[config.mk]
export PLATFORM = sky130hd
export DESIGN_NAME = boreal_hebbian_updater
export DESIGN_NICKNAME = d
export VERILOG_FILES = /design/src/rtl/boreal_pkg.sv /design/src/rtl/boreal_sat_add.sv /design/src/rtl/boreal_hebbian_updater.sv
export SDC_FILE = /design/constraint.sdc
export NUM_CORES = 1
export LEC_CHECK = 0
export ABC_AREA = 1
export ABC_CLOCK_PERIOD_IN_PS = 1800
export CAP_MARGIN = 30
export CORE_AREA = 2 2 122 124
export DETAILED_ROUTE_END_ITERATION = 6
export DIE_AREA = 0 0 124 126
export MAX_ROUTING_LAYER = met4
export PLACE_DENSITY = 0.74
export RECOVER_POWER = 25
export SETUP_SLACK_MARGIN = 0.05
export SLEW_MARGIN = 20
export SYNTH_ARGS = -nofsm -noshare
export SYNTH_HDL_FRONTEND = slang
export SYNTH_SLANG_ARGS = --single-unit
[constraint.sdc]
create_clock -name clk -period 1.8 [get_ports clk]
set_input_delay 0.45 -clock clk [delete_from_list [all_inputs] [get_ports clk]]
set_output_delay 0.45 -clock clk [all_outputs]
set_load 0.1 [all_outputs]
[src/rtl/boreal_pkg.sv]
// Shared types and constants for the Hebbian weight-update path.
// Widths, saturation limits and the per-stage pipeline record.
package boreal_pkg;

  localparam int ADDR_W       = 10;
  localparam int DATA_W       = 16;
  localparam int LR_SHIFT_DEF = 4;

  localparam logic [DATA_W-1:0] W_MAX =
    {1'b0, {(DATA_W-1){1'b1}}};
  localparam logic [DATA_W-1:0] W_MIN =
    {1'b1, {(DATA_W-1){1'b0}}};

  typedef struct packed {
    logic              valid;
    logic [ADDR_W-1:0] addr;
    logic [DATA_W-1:0] delta;
  } stage_t;

endpackage

[src/rtl/boreal_sat_add.sv]
// Scales a delta by the learning-rate shift and adds it to a weight.
// The sum clamps to the signed range; sat_o flags a clamped result.
module boreal_sat_add
  import boreal_pkg::*;
#(
  parameter int DATA_WIDTH = DATA_W,
  parameter int LR_SHIFT   = LR_SHIFT_DEF
) (
  input  logic [DATA_WIDTH-1:0] weight_i,
  input  logic [DATA_WIDTH-1:0] delta_i,
  output logic [DATA_WIDTH-1:0] sum_o,
  output logic                  sat_o
);

  localparam logic [DATA_WIDTH-1:0] MAXV =
    {1'b0, {(DATA_WIDTH-1){1'b1}}};
  localparam logic [DATA_WIDTH-1:0] MINV =
    {1'b1, {(DATA_WIDTH-1){1'b0}}};

  logic signed [DATA_WIDTH-1:0] eff;
  logic        [DATA_WIDTH:0]   wide;

  // Sign-extended add one bit wide; top two bits disagree on overflow.
  always_comb begin
    eff   = $signed(delta_i) >>> LR_SHIFT;
    wide  = {weight_i[DATA_WIDTH-1], weight_i}
          + {eff[DATA_WIDTH-1], eff};
    sat_o = wide[DATA_WIDTH] ^ wide[DATA_WIDTH-1];
    sum_o = wide[DATA_WIDTH-1:0];
    if (sat_o) begin
      sum_o = wide[DATA_WIDTH] ? MINV : MAXV;
    end
  end

endmodule

[src/rtl/boreal_hebbian_updater.sv]
// Read-modify-write engine applying plasticity deltas to weight memory.
// Four stages: read address, memory register, compute, write-back.
module boreal_hebbian_updater
  import boreal_pkg::*;
#(
  parameter int ADDR_WIDTH = ADDR_W,
  parameter int DATA_WIDTH = DATA_W,
  parameter int LR_SHIFT   = LR_SHIFT_DEF,
  parameter int CNT_WIDTH  = 16
) (
  input  logic                  clk,
  input  logic                  rst_n,
  input  logic                  upd_valid,
  output logic                  upd_ready,
  input  logic [ADDR_WIDTH-1:0] upd_addr,
  input  logic [DATA_WIDTH-1:0] upd_delta,
  output logic [ADDR_WIDTH-1:0] addr_a,
  input  logic [DATA_WIDTH-1:0] dout_a,
  output logic                  we_b,
  output logic [ADDR_WIDTH-1:0] addr_b,
  output logic [DATA_WIDTH-1:0] din_b,
  output logic                  busy,
  output logic [CNT_WIDTH-1:0]  upd_count,
  output logic [CNT_WIDTH-1:0]  sat_count
);

  stage_t s1_q, s1_d, s2_q, s3_q;

  logic                  we_q;
  logic                  sat_q;
  logic [ADDR_WIDTH-1:0] addr_b_q;
  logic [DATA_WIDTH-1:0] din_b_q;
  logic [CNT_WIDTH-1:0]  upd_cnt_q;
  logic [CNT_WIDTH-1:0]  sat_cnt_q;

  logic                  hit;
  logic                  accept;
  logic [DATA_WIDTH-1:0] sum;
  logic                  sat;

  // Stall on any in-flight address match; the write stage counts too
  // because the memory returns old data on a same-edge read.
  always_comb begin
    hit = (s1_q.valid && s1_q.addr == upd_addr)
       || (s2_q.valid && s2_q.addr == upd_addr)
       || (s3_q.valid && s3_q.addr == upd_addr)
       || (we_q && addr_b_q == upd_addr);
    upd_ready = !hit;
    accept    = upd_valid && upd_ready;
  end

  // S1 takes the new request, else keeps its address with valid low.
  always_comb begin
    s1_d       = s1_q;
    s1_d.valid = 1'b0;
    if (accept) begin
      s1_d.valid = 1'b1;
      s1_d.addr  = upd_addr;
      s1_d.delta = upd_delta;
    end
  end

  boreal_sat_add #(
    .DATA_WIDTH (DATA_WIDTH),
    .LR_SHIFT   (LR_SHIFT)
  ) u_sat_add (
    .weight_i (dout_a),
    .delta_i  (s3_q.delta),
    .sum_o    (sum),
    .sat_o    (sat)
  );

  // Advance the read-side stages in lockstep with the memory latency.
  always_ff @(posedge clk or negedge rst_n) begin
    if (!rst_n) begin
      s1_q <= '0;
      s2_q <= '0;
      s3_q <= '0;
    end else begin
      s1_q <= s1_d;
      s2_q <= s2_q.valid || s1_q.valid ? s1_q : s2_q;
      s3_q <= s3_q.valid || s2_q.valid ? s2_q : s3_q;
    end
  end

  // Register the write-back; data and address hold between writes.
  always_ff @(posedge clk or negedge rst_n) begin
    if (!rst_n) begin
      we_q     <= 1'b0;
      sat_q    <= 1'b0;
      addr_b_q <= '0;
      din_b_q  <= '0;
    end else begin
      we_q  <= s3_q.valid;
      sat_q <= s3_q.valid && sat;
      if (s3_q.valid) begin
        addr_b_q <= s3_q.addr;
        din_b_q  <= sum;
      end
    end
  end

  // Count completed and clamped writes; both wrap silently.
  always_ff @(posedge clk or negedge rst_n) begin
    if (!rst_n) begin
      upd_cnt_q <= '0;
      sat_cnt_q <= '0;
    end else begin
      if (we_q) begin
        upd_cnt_q <= upd_cnt_q + 1'b1;
      end
      if (we_q && sat_q) begin
        sat_cnt_q <= sat_cnt_q + 1'b1;
      end
    end
  end

  assign addr_a    = s1_q.addr;
  assign we_b      = we_q;
  assign addr_b    = addr_b_q;
  assign din_b     = din_b_q;
  assign busy      = s1_q.valid || s2_q.valid
                  || s3_q.valid || we_q;
  assign upd_count = upd_cnt_q;
  assign sat_count = sat_cnt_q;

endmodule

== Word-level counts from Yosys, hierarchy flattened ==
Index checks and enable logic that the tools add are counted.

* Multiplexer cells: 3
* Equality and inequality tests: 4
* Bitwise logic cells: 1
* Reductions and logical operators: 15
* Add/subtract/negate cells: 3

{| class="wikitable"
|+ Operators by type and width
! kind !! number
|-
| $eq A10 B10 Y1 || 4
|-
| $add A16 B1 Y16 const B || 2
|-
| $mux W16 || 2
|-
| $mux W27 || 1
|-
| $add A16 B12 Y17 || 1
|-
| $logic_and A1 B1 Y1 || 7
|-
| $logic_or A1 B1 Y1 || 7
|-
| $logic_not A1 Y1 || 1
|-
| $xor A1 B1 Y1 || 1
|}

* Input port bits: 45
* Word-level logic and storage cells: 41
* Output and inout bits: 71
* Bits in registers: 141

== Logic depth before layout (Yosys ltp) ==
* Depth in word-level cells: 8
* Gate-level depth with buffers: 16
* Gate-level depth less buffers: 15

== By module ==
Synthesis repeated with hierarchy kept, for this count alone.

* Cells, all modules: 937
* Area, all modules: 7,623.6 µm²

{| class="wikitable"
|+ Modules (own cells, without submodules)
! module !! times used !! cells each !! area an instance (µm²)
|-
| boreal_hebbian_updater || 1 || 743 || 6,470.0
|-
| boreal_sat_add || 1 || 194 || 1,153.6
|}

== Worst setup path after synthesis ==
OpenSTA, ideal clock, no wires.

* Path type: reg2out
* From: register we_q (netlist: we_b)
* To: output upd_ready
* Slack: -665 ps
* Arrival time: 2,015 ps
* Required time: 1,350 ps
* Cell stages (with the launch flop): 10
* Path through: dfrtp_1 > buf_4 > inv_1 > a21oi_1 > o2111ai_1 > nor2_1 > nand2_1 > nand2_1 > nor2_4 > buf_4

* Longest elaborated chain between the ends: 3

{| class="wikitable"
|+ RTL lines
! what !! line !! source
|-
| from (decl) || boreal_hebbian_updater.sv:29 || <nowiki>logic we_q;</nowiki>
|-
| from (signal assigned) || boreal_hebbian_updater.sv:94 || <nowiki>we_q <= s3_q.valid;</nowiki>
|-
| $logic_and A1 B1 Y1 || boreal_hebbian_updater.sv:47 || <nowiki>|| (we_q && addr_b_q == upd_addr);</nowiki>
|-
| $logic_or A1 B1 Y1 || boreal_hebbian_updater.sv:47 ||
|-
| $logic_not A1 Y1 || boreal_hebbian_updater.sv:48 || <nowiki>upd_ready = !hit;</nowiki>
|-
| to (decl) || boreal_hebbian_updater.sv:14 || <nowiki>output logic upd_ready,</nowiki>
|}

No other way between the ends.

== Worst setup path in the final report ==
* From: register addr_b_q[6] (netlist: addr_b[6])
* To: output upd_ready

* Longest elaborated chain between the ends: 4

{| class="wikitable"
|+ RTL lines
! what !! line !! source
|-
| from (decl) || boreal_hebbian_updater.sv:31 || <nowiki>logic [ADDR_WIDTH-1:0] addr_b_q;</nowiki>
|-
| from (signal assigned) || boreal_hebbian_updater.sv:97 || <nowiki>addr_b_q <= s3_q.addr;</nowiki>
|-
| $eq A10 B10 Y1 || boreal_hebbian_updater.sv:47 ||
|-
| $logic_and A1 B1 Y1 || boreal_hebbian_updater.sv:47 ||
|-
| $logic_or A1 B1 Y1 || boreal_hebbian_updater.sv:47 ||
|-
| $logic_not A1 Y1 || boreal_hebbian_updater.sv:48 ||
|}

No other way between the ends.

==> results.json <==
{
  "rows": 44,
  "hp-class": "reg -> reg",
  "violations": "negative setup slack",
  "routed_via_density": 4.99,
  "synth.distinct_cells": 39,
  "slew_viol_final": 0,
  "cp_max_fo": 2,
  "ff_latch_area_mm2": 0.00329,
  "finalSetupViolations": 41,
  "clk_pin_slew_ns": 0.06,
  "synth_top_area_share": 0.479,
  "diodes": 0,
  "synth_edf_count": 0,
  "core_area_mm2": 0.0143,
  "leakagePower_nw": 5.20,
  "ant_nets": 0,
  "worst_slack_ns": -0.430,
  "hpwl_um": 11700,
  "ios": 116,
  "synth_ff_type": "dfrtp_1",
  "die_x_um": 124,
  "crit_type": "reg -> out",
  "start_kind": "flip-flop",
  "gp_congestion": 0.853,
  "grt_max_degree": 53,
  "p_sw_mw": 5.71,
  "drive_gt1_frac": 0.430,
  "io_buffer_count": 111,
  "p_sw_frac": 0.417,
  "synth_fp_nets": 824,
  "cp_cell_sequence": "xor2_1 -> nor2_1 -> nand3b_1 -> nor2_1 -> nand2_1 -> nand2_2 -> nor2_4 -> buf_12",
  "die_y_um": 126,
  "syn-cell-area_mm2": 0.00673,
  "ys_warn_count": 0,
  "synth.avg_cell_area_um2": 8.86,
  "slew_headroom": 0.438,
  "powerDensity_mw_per_mm2": 1270,
  "clockPowerShare": 0.234,
  "internal-power_mw": 7.98,
  "arrival_ns": 1.78,
  "status": "finished, violations left",
  "drc_errors": 0,
  "slowest_delay_ns": 0.48,
  "syn_inst": 760,
  "fmax_mhz": 448,
  "slowest_stage": "dfrtp_4",
  "maxCapViolCount": 0,
  "cts_root_buf": "clkbuf_16",
  "min_period_ns": 2.23,
  "overflow": 0,
  "place_ws_ns": -1.05,
  "wl_per_cell_um": 14.6,
  "clock_skew_ns": 0.00597,
  "synthToLayoutAreaGrowth_pct": 60.0,
  "layout.nets": 1023,
  "grt_use_total": 0.225,
  "first_pass_iters": 5,
  "clk_latency_ns": 0.42,
  "fillers": 964,
  "initial_core_util": 0.470,
  "multi_input_area_mm2": 0.00376,
  "cts_sinks": 129,
  "crit_top_cell": "nor2_1",
  "vias": 5759,
  "p_comb_frac": 0.471,
  "async_flop_share": 1.00,
  "cp.required_ns": 1.35,
  "yosys_register_bits": 129,
  "ir_drop_uv": 829,
  "numCtsBuffers": 17,
  "cts_tree": "yes",
  "synthTopCellsByArea": "dfrtp_1, nand2_1, xor2_1",
  "grt_pass1_vias": 5544,
  "final_hold_viol_count": 0,
  "first_iter_violations": 296,
  "grt_pass1_wl_um": 26800,
  "die_area_mm2": 0.0156,
  "synth_area_leader_cell": "dfrtp_1",
  "seqPwrFrac": 0.295,
  "seq_area_frac_synth": 0.479,
  "endpoint_kind": "primary output",
  "final_core_util": 0.753,
  "clockBufferDepth": 2,
  "fin_crit_sh": 1.24,
  "antenna_found_initial": 0,
  "tightest_slew_ns": 0.843,
  "wl_um": 16800,
  "cts_max_level": 4,
  "rsz0062_at_grt": "true"
}
-- kinds of logic (layout without fill, tap and decap cells) --
group | after synthesis | after routing | share of synthesized area
AO/OA/AOI/OAI | 78 | 78 | 0.0708
buffers and inverters | 110 | 317 | 0.0747
multiplexers | 22 | 22 | 0.0368
flip-flops | 129 | 129 | 0.479
XOR/XNOR | 55 | 55 | 0.0715
adder cells (fa/ha/maj) | 19 | 19 | 0.0364
AND/OR/NAND/NOR | 347 | 351 | 0.230
-- cells in the final DEF (no fill, tap or decap), types with 4 or more instances in the layout --
master,n
xor2_1,34
buf_4,80
nor2_2,6
nand3b_1,4
o22ai_1,7
clkbuf_16,17
clkbuf_1,5
dfrtp_2,19
mux2_2,22
o21ai_0,22
buf_6,17
nand2_1,159
a21oi_4,5
nor2_4,5
dlymetal6s2s_1,8
nand2_8,4
nand4_1,10
a21oi_1,16
nor3_4,4
buf_12,72
a21oi_2,21
clkbuf_8,4
nor2_1,40
inv_1,57
clkinv_2,5
nand2_2,43
ha_4,16
dfrtp_1,100
xnor2_1,21
nand3_2,18
nand2_4,18
inv_2,15
nand3_1,23
clkdlybuf4s50_1,19
dfrtp_4,10
dlygate4sd2_1,11
-- critical path, delay by kind of cell, from the launching register on --
family / cells / cell delay (ns)
xor+xnor: 1 / 0.16
flops: 1 / 0.48
buf+inv: 1 / 0.19
simple gates: 6 / 0.53
-- state kept, by name, summed over array words and instances (netlist names), 10 cells and up --
signal and flops:
s2_q 23, s3_q 23, din_b 16, sat_count 16, upd_count 16, s1_q 13
addr_a 10, addr_b 10
-- area by class of cell --
type	instances	area share
tap	184	0.0214
sequential	129	0.305
inverter	73	0.0257
timing repair buffer	213	0.247
clock buffer	25	0.0460
multi-input combinational	525	0.349
clock inverter	6	0.00511
-- per-layer routing --
metal | vias to the layer above | global-route usage | wire [µm]
met5 | - | - | 0
met4 | 0 | 0.0747 | 282
li1 | 2834 | - | -
met3 | 28 | 0.0389 | 627
met1 | 2749 | 0.297 | 7480
met2 | 148 | 0.352 | 8450
-- final timing paths --
path / from / to / slack (ns) / depth (start not counted)
setup reg to reg: s3_q[15] / din_b[1] / -0.27 / 13
hold reg to reg: s1_q[26] / s2_q[26] / 0.41 / 0
setup / recovery: addr_b[6] / upd_ready / -0.43 / 8
min in group asynchronous: rst_n / sat_count[15] / 0.67 / 2
hold / removal: s1_q[26] / s2_q[26] / 0.41 / 0
max in group asynchronous: rst_n / s2_q[12] / 0.18 / 3
-- power groups by stage --
stage          sequential (mW)  combinational [mW]  clock [mW]
6_report                  4.04                6.44        3.21
3_5_place_dp              4.05                5.86           0
5_1_grt                   4.11                6.78        3.38
3_3_place_gp              4.01                5.79           0
2_1_floorplan             5.92                1.65           0
4_1_cts                   4.02                6.15        3.24
-- Yosys cell counts, types with 3 or more instances --
master	count
ha_1	18
dfrtp_1	129
clkbuf_1	11
nor2_1	47
o22ai_1	7
o21ai_0	23
mux2_2	22
nor3_1	6
nand3_1	42
a21oi_2	13
nand3b_1	4
buf_6	4
nand4_1	10
inv_2	5
inv_1	68
xnor2_1	21
a21oi_1	28
nor2_2	3
nand2_2	11
buf_2	9
xor2_1	34
nand2_1	207
buf_4	13
-- through the flow --
step / instance area, µm² / cells / hold WS (ns) / power [mW] / setup TNS [ns]
2_1_floorplan: 6940 / 760 / 0.154 / 7.56 / -3.92
3_3_place_gp: 9360 / 1097 / 0.324 / 9.80 / -30.04
3_5_place_dp: 9360 / 1097 / 0.322 / 9.91 / -31.39
4_1_cts: 10300 / 1142 / 0.414 / 13.4 / -4.57
5_1_grt: 10800 / 1155 / 0.443 / 14.3 / -9.65
6_report: 10800 / 1155 / 0.413 / 13.7 / -4.54
-- timing repair --
item	4_1_cts	5_1_grt
endpoints found under the hold margin	12	0
setup buffers	11	15
hold buffers	1	0
setup endpoints to repair	42	46
pin swaps	20	52
gates resized for setup	60	109
gates cloned	2	3
(Power assumes the default switching activity.)
